===== src/rtl/instr_loader_if.sv =====
// instr_loader_if
// Bundles the loader's byte-stream handshake, instruction-memory write port
// and CPU control/status lines.
//   start, byte_valid, byte_data   : stream side, driven by the byte source
//   byte_ready                     : loader accepts byte_data this cycle
//   wr_en, wr_addr, wr_data        : instruction-memory write port
//   cpu_hold, cpu_rst_pulse        : CPU control
//   load_done, load_err            : sticky load status
// modport slave is the loader; modport master is the source/observer side.
interface instr_loader_if #(
   parameter int ADDR_W = 5
);
   logic              start;
   logic              byte_valid;
   logic [7:0]        byte_data;
   logic              byte_ready;
   logic              wr_en;
   logic [ADDR_W-1:0] wr_addr;
   logic [19:0]       wr_data;
   logic              cpu_hold;
   logic              cpu_rst_pulse;
   logic              load_done;
   logic              load_err;

   modport slave (
      input  start, byte_valid, byte_data,
      output byte_ready, wr_en, wr_addr, wr_data,
      output cpu_hold, cpu_rst_pulse, load_done, load_err
   );

   modport master (
      output start, byte_valid, byte_data,
      input  byte_ready, wr_en, wr_addr, wr_data,
      input  cpu_hold, cpu_rst_pulse, load_done, load_err
   );
endinterface


===== src/rtl/instr_loader.sv =====
// instr_loader
// Program loader feeding the instruction memory. Accepts a framed byte stream
// (COUNT, 3*COUNT instruction bytes, CHK), packs each byte triple into a
// 20-bit instruction and writes it to consecutive addresses from 0. The CPU
// is held for the whole load; a good checksum releases it with a one-cycle
// CPU reset pulse.
// Ports:
//   clk   : system clock, rising edge
//   reset : synchronous, active-high
//   bus   : instr_loader_if.slave (stream in, memory write out, CPU control)
module instr_loader #(
   parameter int ADDR_W = 5
) (
   input  logic           clk,
   input  logic           reset,
   instr_loader_if.slave  bus
);
   localparam int DEPTH = 2 ** ADDR_W;
   localparam int CNT_W = ADDR_W + 1;  // holds 0..DEPTH inclusive

   typedef enum logic [3:0] {
      S_IDLE, S_COUNT, S_B0, S_B1, S_B2, S_WRITE, S_CHECK, S_DONE, S_ERR
   } state_t;

   state_t           state, state_nxt;
   logic             accept;
   logic             count_bad;
   logic [CNT_W-1:0] word_cnt;
   logic [CNT_W-1:0] word_n;
   logic [7:0]       chk;
   logic [7:0]       b0, b1;

   function automatic logic [19:0] pack_word(input logic [7:0] p0,
                                             input logic [7:0] p1,
                                             input logic [7:0] p2);
      return {p0[3:0], p1, p2};  // upper nibble of the first byte is dropped
   endfunction

   assign accept    = bus.byte_valid && bus.byte_ready;
   assign count_bad = (bus.byte_data == 8'd0) || (int'(bus.byte_data) > DEPTH);

   always_ff @(posedge clk) begin
      if (reset) state <= S_IDLE;
      else       state <= state_nxt;
   end

   always_comb begin
      state_nxt      = state;
      bus.byte_ready = 1'b0;
      case (state)
         S_IDLE:  if (bus.start) state_nxt = S_COUNT;
         S_COUNT: begin
            bus.byte_ready = 1'b1;
            if (accept) state_nxt = count_bad ? S_ERR : S_B0;
         end
         S_B0: begin
            bus.byte_ready = 1'b1;
            if (accept) state_nxt = S_B1;
         end
         S_B1: begin
            bus.byte_ready = 1'b1;
            if (accept) state_nxt = S_B2;
         end
         S_B2: begin
            bus.byte_ready = 1'b1;
            if (accept) state_nxt = S_WRITE;
         end
         S_WRITE: state_nxt = (word_cnt + 1'b1 == word_n) ? S_CHECK : S_B0;
         S_CHECK: begin
            bus.byte_ready = 1'b1;
            if (accept) state_nxt = (bus.byte_data == chk) ? S_DONE : S_ERR;
         end
         S_DONE:  state_nxt = S_IDLE;
         S_ERR:   state_nxt = S_IDLE;
         default: state_nxt = S_IDLE;
      endcase
   end

   // Byte holding registers carry no control meaning, so they are not reset.
   always_ff @(posedge clk) begin
      if (state == S_COUNT && accept) word_n <= bus.byte_data[CNT_W-1:0];
      if (state == S_B0 && accept)    b0     <= bus.byte_data;
      if (state == S_B1 && accept)    b1     <= bus.byte_data;
   end

   // Write port and CPU outputs are registered on the accepting edge so the
   // write lands in the WRITE cycle and the release lands in the DONE cycle.
   always_ff @(posedge clk) begin
      if (reset) begin
         bus.wr_en         <= 1'b0;
         bus.wr_addr       <= '0;
         bus.wr_data       <= '0;
         bus.cpu_hold      <= 1'b0;
         bus.cpu_rst_pulse <= 1'b0;
         bus.load_done     <= 1'b0;
         bus.load_err      <= 1'b0;
         word_cnt          <= '0;
         chk               <= '0;
      end else begin
         bus.wr_en         <= 1'b0;
         bus.cpu_rst_pulse <= 1'b0;
         case (state)
            S_IDLE: if (bus.start) begin
               bus.load_done <= 1'b0;
               bus.load_err  <= 1'b0;
               bus.cpu_hold  <= 1'b1;
               word_cnt      <= '0;
               chk           <= '0;
            end
            S_COUNT: if (accept) chk <= bus.byte_data;
            S_B0, S_B1: if (accept) chk <= chk ^ bus.byte_data;
            S_B2: if (accept) begin
               chk         <= chk ^ bus.byte_data;
               bus.wr_en   <= 1'b1;
               bus.wr_addr <= word_cnt[ADDR_W-1:0];
               bus.wr_data <= pack_word(b0, b1, bus.byte_data);
            end
            S_WRITE: word_cnt <= word_cnt + 1'b1;
            S_CHECK: if (accept && bus.byte_data == chk) begin
               bus.cpu_hold      <= 1'b0;
               bus.cpu_rst_pulse <= 1'b1;
               bus.load_done     <= 1'b1;
            end
            S_ERR: bus.load_err <= 1'b1;
            default: ;
         endcase
      end
   end
endmodule


===== src/flat_wrapper.sv =====
// flat-port wrapper written by rule: the top's interface ports become plain ports
module instr_loader_flat 
#(
   parameter int ADDR_W = 5
)
  (clk, reset, bus_start, bus_byte_valid, bus_byte_data, bus_byte_ready, bus_wr_en, bus_wr_addr, bus_wr_data, bus_cpu_hold, bus_cpu_rst_pulse, bus_load_done, bus_load_err);
  instr_loader_if #(.ADDR_W(ADDR_W)) bus_i ();
  input  logic clk;
  input  logic reset;
  input wire logic [$bits(bus_i.start)-1:0] bus_start;
  input wire logic [$bits(bus_i.byte_valid)-1:0] bus_byte_valid;
  input wire logic [$bits(bus_i.byte_data)-1:0] bus_byte_data;
  output wire logic [$bits(bus_i.byte_ready)-1:0] bus_byte_ready;
  output wire logic [$bits(bus_i.wr_en)-1:0] bus_wr_en;
  output wire logic [$bits(bus_i.wr_addr)-1:0] bus_wr_addr;
  output wire logic [$bits(bus_i.wr_data)-1:0] bus_wr_data;
  output wire logic [$bits(bus_i.cpu_hold)-1:0] bus_cpu_hold;
  output wire logic [$bits(bus_i.cpu_rst_pulse)-1:0] bus_cpu_rst_pulse;
  output wire logic [$bits(bus_i.load_done)-1:0] bus_load_done;
  output wire logic [$bits(bus_i.load_err)-1:0] bus_load_err;
  assign bus_i.start = bus_start;
  assign bus_i.byte_valid = bus_byte_valid;
  assign bus_i.byte_data = bus_byte_data;
  assign bus_byte_ready = bus_i.byte_ready;
  assign bus_wr_en = bus_i.wr_en;
  assign bus_wr_addr = bus_i.wr_addr;
  assign bus_wr_data = bus_i.wr_data;
  assign bus_cpu_hold = bus_i.cpu_hold;
  assign bus_cpu_rst_pulse = bus_i.cpu_rst_pulse;
  assign bus_load_done = bus_i.load_done;
  assign bus_load_err = bus_i.load_err;
  instr_loader #(.ADDR_W(ADDR_W)) u_core (.clk(clk), .reset(reset), .bus(bus_i));
endmodule

===== config.mk =====
export PLATFORM = sky130hd
export DESIGN_NAME = instr_loader_flat
export DESIGN_NICKNAME = d
export VERILOG_FILES = /design/src/rtl/instr_loader_if.sv /design/src/rtl/instr_loader.sv /design/src/flat_wrapper.sv
export SDC_FILE = /design/constraint.sdc
export NUM_CORES = 1
export LEC_CHECK = 0
export ABC_AREA = 1
export CORE_AREA = 2 2 77 79
export DETAILED_ROUTE_END_ITERATION = 6
export DIE_AREA = 0 0 79 81
export PLACE_DENSITY = 0.89
export SETUP_SLACK_MARGIN = 0.3
export SYNTH_ARGS = -nofsm -noshare
export SYNTH_HDL_FRONTEND = slang
export SYNTH_SLANG_ARGS = --single-unit

===== constraint.sdc =====
create_clock -name clk -period 2.8 [get_ports clk]
set_clock_uncertainty 0.15 [all_clocks]
set_input_delay 0.28 -clock clk [delete_from_list [all_inputs] [get_ports clk]]
set_output_delay 0.28 -clock clk [all_outputs]
set_load 0.05 [all_outputs]

==> impl_metrics.py <==
metrics = {
    "run_status": {
        "status": "complete, no violations",
    },
    "critical_path": {
        "cp_data_arrival_time_ps": 1920,
        "crit_path_end_kind": "output pin",
        "startpoint_type": "register",
        "rr_startpoint": "u_core.state[1]",
        "required_ps": 2370,
        "worstSetupPathType": "reg -> out",
        "r2r-end": "u_core.state[1]",
        "reg2reg_slack_ps": 970,
        "path_max_fanout": 5,
        "rr_worst_depth": 8,
    },
    "timing": {
        "fin_setup_tns_ps": 0,
        "rsz0062_at_grt": "no",
        "finalHoldViolCount": 0,
        "max_freq_ghz": 0.426,
        "final_max_slew_viol_count": 0,
        "setup_viol": 0,
        "fin_crit_ps": 2350,
        "worstMarginPinSlew_ps": 867,
        "timing.final.crit_share_pct": 83.8,
        "slew_headroom_pct": 42.2,
    },
    "synthesis": {
        "synth.cell_area_mm2": 0.00294,
        "synthAdderAreaFrac_pct": 0.425,
        "synth-simple-area-share_pct": 20.7,
        "synth_compound_area_share_pct": 15.6,
        "netlist_instances": 370,
        "synth_top_family_by_area": "simple AND/OR/NAND/NOR gates",
        "synth_fp_nets": 383,
        "ys.warnings.count": 0,
        "synth_xor_area_share_pct": 2.08,
        "yosysSeqAreaShare_pct": 51.0,
        "ys_types": 36,
        "syn_area_per_cell_um2": 7.95,
        "synth_mux_area_share_pct": 0,
        "synth-seq-cells": 66,
    },
    "grt": {
        "grt_use_total_pct": 21.5,
        "overflow": 0,
        "antenna_found_initial": 0,
        "grt_max_degree": 52,
        "grt_pass1_wl_um": 10700,
        "grt_pass1_vias": 2467,
    },
    "die": {
        "io_pins": 43,
        "start_util_pct": 51.9,
        "core_mm2": 0.00568,
        "dieHeight_um": 81,
        "die-width_um": 79,
        "rows": 28,
        "die-area_mm2": 0.00640,
    },
    "final_layout": {
        "fillers": 463,
        "antenna_cells": 0,
        "layout.nets": 428,
        "final_area_mm2": 0.00366,
        "final_common_cell": "nand2_1",
        "areaGrowthSynthToFinish_pct": 24.2,
        "post-route-util_pct": 64.4,
        "final_cell_mix": "65 x nand2_1, 55 x inv_1, 48 x dfxtp_1",
        "drive_gt1_share_pct": 10.0,
    },
    "placement": {
        "gp_congestion": 0.948,
        "dpl_cell_area_mm2": 0.00343,
        "portBuffers": 42,
        "dp_hpwl_um": 4540,
    },
    "routing": {
        "wire_per_inst_um": 13.2,
        "via_count": 2589,
        "ant_nets": 0,
        "drc": 0,
        "drt_iter0_drc": 167,
        "drt-pass1-iter-count": 5,
        "avgViaCountPerCell": 5.23,
        "routed_wl_um": 6560,
    },
    "power": {
        "power_frac_clock_pct": 35.9,
        "combPwrFrac_pct": 19.7,
        "peakVddDrop_v": 0.000343,
        "p_sw_w": 0.000740,
        "p_leak_nw": 1.42,
        "power_density_mw_per_mm2": 663,
        "p_int_w": 0.00169,
        "power_w": 0.00243,
        "p_sw_share_pct": 30.5,
        "seqPwrFrac_pct": 44.3,
    },
    "clock_tree": {
        "cts_sinks": 66,
        "cts_buffer_depth": 2,
        "cts_made_buffers": 9,
        "cts_setup_buffers": 0,
        "hold_buffers": 0,
        "cts-root-buf": "clkbuf_8",
        "ctsHtreeMaxLevel": 3,
        "cts_tree": "yes",
        "clk_transition_reported_paths_ps": 70,
        "worstSkewPairLatency_ps": 340,
    },
    "hold_path": {
        "hold_start": "u_core.bus.wr_data[6]",
        "worstHoldEndpoint": "u_core.bus.wr_data[6]",
        "hold_path.class": "reg -> reg",
        "min_path_cells": 2,
    },
    "run": {
        "drv_cap": 0,
    },
}
[synth_stat cells, drive strengths merged]
cell type | count | share of area (%)
a31oi | 3 | 0.64
ha | 1 | 0.43
nor4 | 1 | 0.21
o21ai | 34 | 6.2
o22ai | 5 | 1.1
clkbuf | 7 | 0.89
nor3 | 1 | 0.17
nor3b | 1 | 0.26
nand3 | 18 | 3.7
clkinv | 1 | 0.17
dfxtp | 48 | 33
o21bai | 1 | 0.26
nand4 | 7 | 1.5
xor2 | 1 | 0.30
nand3b | 1 | 0.26
o21a | 1 | 0.26
nor2 | 34 | 4.8
o211ai | 2 | 0.51
edfxtp | 18 | 18
buf | 6 | 1.1
inv | 62 | 7.9
xnor2 | 6 | 1.8
a21oi | 38 | 6.5
nand2 | 72 | 9.9
o31ai | 1 | 0.26
[routing by layer]
metal  global-route usage, %  routed length (um)
met1                    23.8                2640
met2                    37.6                3360
met3                    3.56                 307
met4                    15.5                 244
met5                       0                   0
[per-stage QoR]
stage / setup slack [ps] / hold WS (ps) / cells
after floorplan: 818 / 229 / 370
after CTS: 449 / 298 / 495
after detailed placement: 572 / 287 / 479
after global routing: 357 / 318 / 495
final: 454 / 293 / 495
after global placement: 645 / 282 / 479
[how the worst max path moves through the flow]
stage                           to       startpoint  slack (ps)
detailed placement  bus_byte_ready  u_core.state[2]         570
CTS                 bus_byte_ready  u_core.state[1]         450
global route        bus_byte_ready  u_core.state[1]         360
floorplan             u_core.b1[0]  u_core.state[2]         820
global placement    bus_byte_ready  u_core.state[2]         640
finish              bus_byte_ready  u_core.state[1]         450
[cell families after synthesis]
family / Yosys count
and+or+nand+nor: 135
adders and majority gates: 1
DFF: 66
buffers and inverters: 76
xor gates and xnor gates: 7
AOI/OAI and AO/OA: 85
[worst max-delay path, stage by stage (launching register included)]
cell,delay (ps)
dfxtp_1,360
nor2_1,250
nand2_2,120
nand2_2,90
clkinv_2,70
nand3_1,130
dlygate4sd2_1,550
[registers in the layout (all words and copies together), names as in the netlist]
register	count
u_core.bus.cpu_hold	1
u_core.bus.wr_addr	5
u_core.state	4
u_core.word_cnt	6
u_core.b0	4
u_core.b1	8
u_core.bus.load_err	1
u_core.chk	8
u_core.bus.wr_en	1
u_core.bus.wr_data	20
u_core.bus.cpu_rst_pulse	1
u_core.word_n	6
u_core.bus.load_done	1
[layout make-up]
class / instances / area (um^2) / area share [%]
flip-flops and latches: 66 / 1500 / 41.1
multi-input cells: 228 / 1140 / 31.3
well taps: 75 / 93.8 / 2.57
clock inverters: 5 / 60.1 / 1.64
clock buffers: 11 / 163 / 4.45
inverters: 63 / 238 / 6.50
repair buffers: 47 / 457 / 12.5
[power groups by stage]
stage / combinational [W] / clock [W] / sequential (W)
2_1_floorplan: 0.000339 / 0 / 0.00111
3_3_place_gp: 0.000460 / 0 / 0.00109
3_5_place_dp: 0.000474 / 0 / 0.00109
4_1_cts: 0.000474 / 0.000880 / 0.00107
5_1_grt: 0.000533 / 0.000911 / 0.00108
6_report: 0.000478 / 0.000872 / 0.00108
[repair_timing]
item,in CTS,in global routing
hold endpoints to repair,0,0
setup endpoints to repair,1,0
gates resized for setup,1,0
(Power assumes the default switching activity.)
